## src/rtl/snake_direction_ctrl_if.sv

```systemverilog
// rtl/snake_direction_ctrl_if.sv - button/tick inputs and heading/queue status of the direction controller
interface snake_direction_ctrl_if;
    logic       btn_up;
    logic       btn_down;
    logic       btn_left;
    logic       btn_right;
    logic       tick;
    logic [1:0] dir;
    logic [3:0] queue_count;
    logic       turned;
    logic       dropped;

    modport master (
        output btn_up, btn_down, btn_left, btn_right, tick,
        input  dir, queue_count, turned, dropped
    );

    modport slave (
        input  btn_up, btn_down, btn_left, btn_right, tick,
        output dir, queue_count, turned, dropped
    );
endinterface

```

## src/rtl/snake_direction_ctrl.sv

```systemverilog
// rtl/snake_direction_ctrl.sv - debounced button turn queue feeding the snake heading on each tick
module snake_direction_ctrl #(
    parameter int         DEPTH           = 4,
    parameter int         DEBOUNCE_CYCLES = 16,
    parameter logic [1:0] INIT_DIR        = 2'b11
) (
    input  logic                  clk,
    input  logic                  reset,
    snake_direction_ctrl_if.slave bus
);
    localparam int CW = $clog2(DEBOUNCE_CYCLES + 1);
    localparam int PW = (DEPTH > 1) ? $clog2(DEPTH) : 1;

    // Bit index equals the heading encoding: 0 up, 1 down, 2 left, 3 right.
    logic [3:0]    raw;
    logic [3:0]    sync1, sync2, deb, deb_prev;
    logic [CW-1:0] cnt [4];
    logic [3:0]    press;

    assign raw   = {bus.btn_right, bus.btn_left, bus.btn_down, bus.btn_up};
    assign press = deb & ~deb_prev;

    always_ff @(posedge clk) begin
        if (reset) begin
            sync1    <= 4'hF;
            sync2    <= 4'hF;
            deb      <= 4'hF;
            deb_prev <= 4'hF;
            for (int i = 0; i < 4; i++) cnt[i] <= '0;
        end else begin
            sync1    <= raw;
            sync2    <= sync1;
            deb_prev <= deb;
            for (int i = 0; i < 4; i++) begin
                if (cnt[i] == CW'(DEBOUNCE_CYCLES)) begin
                    deb[i] <= ~deb[i];
                    cnt[i] <= '0;
                end else if (sync2[i] == deb[i]) begin
                    cnt[i] <= '0;
                end else begin
                    cnt[i] <= cnt[i] + CW'(1);
                end
            end
        end
    end

    logic [1:0]    mem [DEPTH];
    logic [PW-1:0] head;
    logic [3:0]    count;
    logic [1:0]    dir;
    logic          turned, dropped;

    logic [4:0]    tail_sum;
    logic [PW-1:0] tail_idx, newest_idx, head_next;
    logic [1:0]    cand, ref_dir;
    logic          cand_valid, multi, full, pop, reject, push;

    assign tail_sum   = {{(5-PW){1'b0}}, head} + {1'b0, count};
    assign tail_idx   = (tail_sum >= 5'(DEPTH)) ? PW'(tail_sum - 5'(DEPTH)) : PW'(tail_sum);
    assign newest_idx = (tail_idx == '0) ? PW'(DEPTH - 1) : tail_idx - PW'(1);
    assign head_next  = (head == PW'(DEPTH - 1)) ? '0 : head + PW'(1);

    always_comb begin
        cand       = 2'b11;
        cand_valid = |press;
        multi      = (press & (press - 4'd1)) != 4'd0;
        if (press[0])      cand = 2'b00;
        else if (press[1]) cand = 2'b01;
        else if (press[2]) cand = 2'b10;
        full    = count == 4'(DEPTH);
        pop     = bus.tick && (count != 4'd0);
        ref_dir = (count != 4'd0) ? mem[newest_idx] : dir;
        // A full queue still accepts when the same cycle's tick frees the head slot.
        reject  = cand_valid && ((cand == ref_dir) || (cand == (ref_dir ^ 2'b01)) || (full && !pop));
        push    = cand_valid && !reject;
    end

    always_ff @(posedge clk) begin
        if (reset) begin
            dir     <= INIT_DIR;
            head    <= '0;
            count   <= 4'd0;
            turned  <= 1'b0;
            dropped <= 1'b0;
        end else begin
            turned  <= pop;
            dropped <= multi || reject;
            if (pop) begin
                dir  <= mem[head];
                head <= head_next;
            end
            if (push) mem[tail_idx] <= cand;
            if (push && !pop)      count <= count + 4'd1;
            else if (pop && !push) count <= count - 4'd1;
        end
    end

    assign bus.dir         = dir;
    assign bus.queue_count = count;
    assign bus.turned      = turned;
    assign bus.dropped     = dropped;
endmodule

```

## src/flat_wrapper.sv

```systemverilog
// flat-port wrapper written by rule: the top's interface ports become plain ports
module snake_direction_ctrl_flat 
#(
    parameter int         DEPTH           = 4,
    parameter int         DEBOUNCE_CYCLES = 16,
    parameter logic [1:0] INIT_DIR        = 2'b11
)
  (clk, reset, bus_btn_up, bus_btn_down, bus_btn_left, bus_btn_right, bus_tick, bus_dir, bus_queue_count, bus_turned, bus_dropped);
  snake_direction_ctrl_if bus_i ();
  input  logic clk;
  input  logic reset;
  input wire logic [$bits(bus_i.btn_up)-1:0] bus_btn_up;
  input wire logic [$bits(bus_i.btn_down)-1:0] bus_btn_down;
  input wire logic [$bits(bus_i.btn_left)-1:0] bus_btn_left;
  input wire logic [$bits(bus_i.btn_right)-1:0] bus_btn_right;
  input wire logic [$bits(bus_i.tick)-1:0] bus_tick;
  output wire logic [$bits(bus_i.dir)-1:0] bus_dir;
  output wire logic [$bits(bus_i.queue_count)-1:0] bus_queue_count;
  output wire logic [$bits(bus_i.turned)-1:0] bus_turned;
  output wire logic [$bits(bus_i.dropped)-1:0] bus_dropped;
  assign bus_i.btn_up = bus_btn_up;
  assign bus_i.btn_down = bus_btn_down;
  assign bus_i.btn_left = bus_btn_left;
  assign bus_i.btn_right = bus_btn_right;
  assign bus_i.tick = bus_tick;
  assign bus_dir = bus_i.dir;
  assign bus_queue_count = bus_i.queue_count;
  assign bus_turned = bus_i.turned;
  assign bus_dropped = bus_i.dropped;
  snake_direction_ctrl #(.DEPTH(DEPTH), .DEBOUNCE_CYCLES(DEBOUNCE_CYCLES), .INIT_DIR(INIT_DIR)) u_core (.clk(clk), .reset(reset), .bus(bus_i));
endmodule
```

## config.mk

```make
export PLATFORM = sky130hd
export DESIGN_NAME = snake_direction_ctrl_flat
export DESIGN_NICKNAME = d
export VERILOG_FILES = /design/src/rtl/snake_direction_ctrl_if.sv /design/src/rtl/snake_direction_ctrl.sv /design/src/flat_wrapper.sv
export SDC_FILE = /design/constraint.sdc
export NUM_CORES = 1
export LEC_CHECK = 0
export CAP_MARGIN = 20
export CORE_MARGIN = 2
export CORE_UTILIZATION = 45
export CTS_CLUSTER_SIZE = 14
export DETAILED_ROUTE_END_ITERATION = 10
export PLACE_DENSITY_LB_ADDON = 0.05
export SLEW_MARGIN = 10
export SYNTH_ARGS = -nofsm -noshare
export SYNTH_HDL_FRONTEND = slang
export SYNTH_SLANG_ARGS = --single-unit
```

## constraint.sdc

```tcl
create_clock -name clk -period 4.2 [get_ports clk]
set_clock_uncertainty 0.2 [all_clocks]
set_input_delay 0.63 -clock clk [delete_from_list [all_inputs] [get_ports clk]]
set_output_delay 0.63 -clock clk [all_outputs]
set_load 0.05 [all_outputs]
```

==> results.md <==
| Parameter | Value | Unit |
|:---|:---|:---|
| Final critical-path share of the clock period | 93.19 | % |
| Hold-fix buffer count after cts | 0 | - |
| Startpoint types | flop | - |
| Core region area | 5473 | um2 |
| Outcome | completed | - |
| Combinational cell fraction of total power | 30.1 | % |
| Fin. max-slew vios | 0 | - |
| Clock-pin slew of the registers on the worst-case setup and hold paths | 0.09 | ns |
| Clock network latency to the later pin of the worst-skew pair | 0.30 | ns |
| Count of antenna diodes in the layout | 0 | - |
| Register-to-register setup slack | 0.29 | ns |
| Global-route wire length before repair | 6.099 | mm |
| Final hold vios | 0 | - |
| Flip-flop and latch count after synthesis | 54 | - |
| Detailed-route via count | 1,519 | - |
| Req. time, crit path | 4.22 | ns |
| Switching power of the nets | 0.4299 | mW |
| Design Power | 1.334 | mW |
| Setup TNS after final layout | 0 | ns |
| Non-Filler Cell Area, Final | 2913 | um2 |
| TritonCTS clock tree | done | - |
| Share of post-route cells with drive strength above 1 | 6.464 | % |
| Number of nets in the layout | 287 | - |
| Final wirelength | 3.461 | mm |
| Clock root buffer | clkbuf_8 | - |
| Rel. slew slack | 34.06 | % |
| Count of pins on the block boundary | 15 | - |
| Summed instance area of the synthesized netlist | 2531 | um2 |
| Int Pwr | 0.9041 | mW |
| Ratio of total power to cell area | 458.0 | nW/um2 |
| Fraction of power spent switching nets | 32.23 | % |
| Number of clock buffers inserted by TritonCTS | 5 | - |
| Post-Route Hold Slack | 0.2097 | ns |
| Maximum resistive drop on vdd | 0.0002387 | V |
| Critical path capture point type | flop | - |
| Setup slack at placement | 0.1761 | ns |
| Highest attainable clock frequency | 0.2555 | GHz |
| Yosys warning total | 0 | - |
| Number of setup violations in the final report | 0 | - |
| Starting utilization of the core area | 46.25 | % |
| Path type of the worst min-delay path | reg2reg | - |
| Die Y-Extent | 79 | um |
| Global Route Usage Sum | 12.47 | % |
| Worst-case clock buffer depth | 2 | - |
| Routed vias/inst | 4.534 | - |
| Post-DRT Antenna Nets | 0 | - |
| Unique masters post-synth | 31 | - |
| Sequential share of power | 48.7 | % |
| Seq/Total Area, Yosys | 53.78 | % |
| Fin crit period | 3.914 | ns |
| Placed Cells | 327 | - |
| TritonCTS Sinks | 54 | - |
| Non-filler cells in the finished layout | 335 | - |
| Predominant post-synthesis flop cell | edfxtp_1 | - |
| IO buf count | 14 | - |
| Count of max-cap constraint violations | 0 | - |
| Worst Setup Slack, final | 0.2860 | ns |
| Std-Cell Rows | 27 | - |
| DRC violation count after routing | 0 | - |
| Final standard cell utilization of the core | 53.22 | % |
| Die outline area | 6241 | um2 |
| Share of flip-flops with an asynchronous set or reset | 0 | % |
| Classification of the worst setup path | reg2reg | - |
| Most common cell after layout, fill and taps aside | nor2_1 | - |
| Pin count of the biggest net entering global routing | 32 | - |
| Worst-path fanout max | 7 | - |
| Number of global-route vias before repair | 1,370 | - |
| Die outline width | 79 | um |
| Leakage | 1.128 | nW |
| Worst endpoint data arrival time | 3.93 | ns |
| Post-DP HPWL | 2.479 | mm |
| Initial detailed-routing violation count | 57 | - |
| Unrepaired setup endpoints after global routing | no | - |
| Layout fillers | 505 | - |
| Post-DP Area | 2816 | um2 |
| Placer Congestion | 0.7413 | - |
| Total gr overflow | 0 | - |
| Antenna violations before repair | 0 | - |
| Part of the total power dissipated in the clock network | 21.2 | % |
| Tightest Pin Transition | 0.9860 | ns |
| Maximum level of the CTS H-tree | 2 | - |
| Cells after synthesis | 226 | - |
| WL/cell | 10.33 | um |
| Area overhead of the layout relative to synthesis | 15.08 | % |
| Synthesized area per cell | 11.20 | um2 |
| Most frequent cells in the layout | nor2_1, edfxtp_1, dfxtp_1, conb_1 | - |
| Length of the first detailed-routing pass in iterations | 4 | - |
| Number of enable flip-flop cells after synthesis | 28 | - |
==> Yosys cell counts (2+ instances only) <==
library cell | instances | area share, %
nor4_1 | 2 | 0.49
nor2b_1 | 5 | 1.2
edfxtp_1 | 28 | 33
or2_1 | 12 | 3.0
nor3_1 | 5 | 0.99
ha_1 | 17 | 8.4
xnor2_1 | 17 | 5.9
or3_1 | 5 | 1.2
mux4_2 | 3 | 2.7
o21ai_0 | 3 | 0.59
a21oi_1 | 6 | 1.2
a211o_1 | 2 | 0.69
nand2b_1 | 8 | 2.0
xor2_1 | 9 | 3.1
nand2_1 | 4 | 0.59
dfxtp_1 | 26 | 21
and2_1 | 4 | 0.99
nor2_1 | 30 | 4.4
inv_1 | 15 | 2.2
clkbuf_1 | 3 | 0.44
mux2i_1 | 4 | 1.6
nand3_1 | 9 | 1.8
==> path summary, 6_finish.rpt <==
kind                              from                         to  depth (start not counted)
min                    u_core.sync1[0]            u_core.sync2[0]                          1
max reg2reg  u_core.bus.queue_count[0]  u_core.bus.queue_count[3]                         16
max          u_core.bus.queue_count[0]  u_core.bus.queue_count[3]                         16
min reg2reg            u_core.sync1[0]            u_core.sync2[0]                          1
==> cell type report <==
cell class	instances	area, um2	area share, %
Sequential cell	54	1364	46.82
Multi-Input combinational cell	171	1172	40.25
Timing Repair Buffer	14	140.1	4.811
Tap cell	72	90.09	3.093
Clock buffer	6	72.57	2.491
Inverter	16	60.06	2.062
Clock inverter	2	13.76	0.4725
==> what timing repair did <==
item                                    in CTS  in global routing
setup buffers                                0                  0
hold endpoints to repair                     0                  0
endpoints found under the setup margin       0                  1
gates resized for setup                      0                  4
==> power by group through the flow <==
| stage | sequential [mW] | combinational (mW) | clock, mW |
|---|---|---|---|
| floorplan | 0.726 | 0.236 | 0 |
| global placement | 0.661 | 0.394 | 0 |
| detailed placement | 0.661 | 0.389 | 0 |
| CTS | 0.649 | 0.394 | 0.299 |
| global route | 0.660 | 0.449 | 0.316 |
| finish | 0.649 | 0.401 | 0.283 |
==> flip-flops by register name (all words and copies together) (netlist names), 2 cells and up <==
signal	flops
u_core.bus.queue_count	4
u_core.deb	4
u_core.sync1	4
u_core.head	2
u_core.mem	8
u_core.bus.dir	2
u_core.cnt	20
u_core.deb_prev	4
u_core.sync2	4
==> metal layers <==
layer,vias up,routed length (um),global-route usage [%],share of wire [%]
li1,806,-,-,-
met1,688,1741,15.93,50
met2,19,1539,20.00,44
met3,6,128,3.409,3.7
met4,0,52,5.172,1.5
met5,-,0,0,0
==> critical path, stage by stage (launching register included) <==
cell	delay [ns]
dfxtp_2	0.38
ha_1	0.22
xnor2_1	0.13
xnor2_1	0.25
ha_1	0.29
mux4_2	0.30
mux2i_2	0.26
mux2i_2	0.29
nor2_1	0.07
ha_1	0.23
inv_1	0.11
ha_1	0.23
a21o_1	0.17
a21oi_1	0.17
xnor2_1	0.09
or3_1	0.31
a21oi_1	0.14
==> logic make-up (layout without fill, tap and decap cells) <==
family                   count (synthesis)  in the layout  synth area share (%)
AND/OR/NAND/NOR                         86             86                 17.35
flip-flops                              54             54                 53.78
XOR/XNOR                                26             26                 8.997
buffers and inverters                   20             38                 3.015
adder cells (fa/ha/maj)                 18             18                 9.194
AO/OA/AOI/OAI                           14             14                 3.263
multiplexers                             7              7                 4.251
other                                    1             20                0.1482
(Power assumes the default switching activity.)
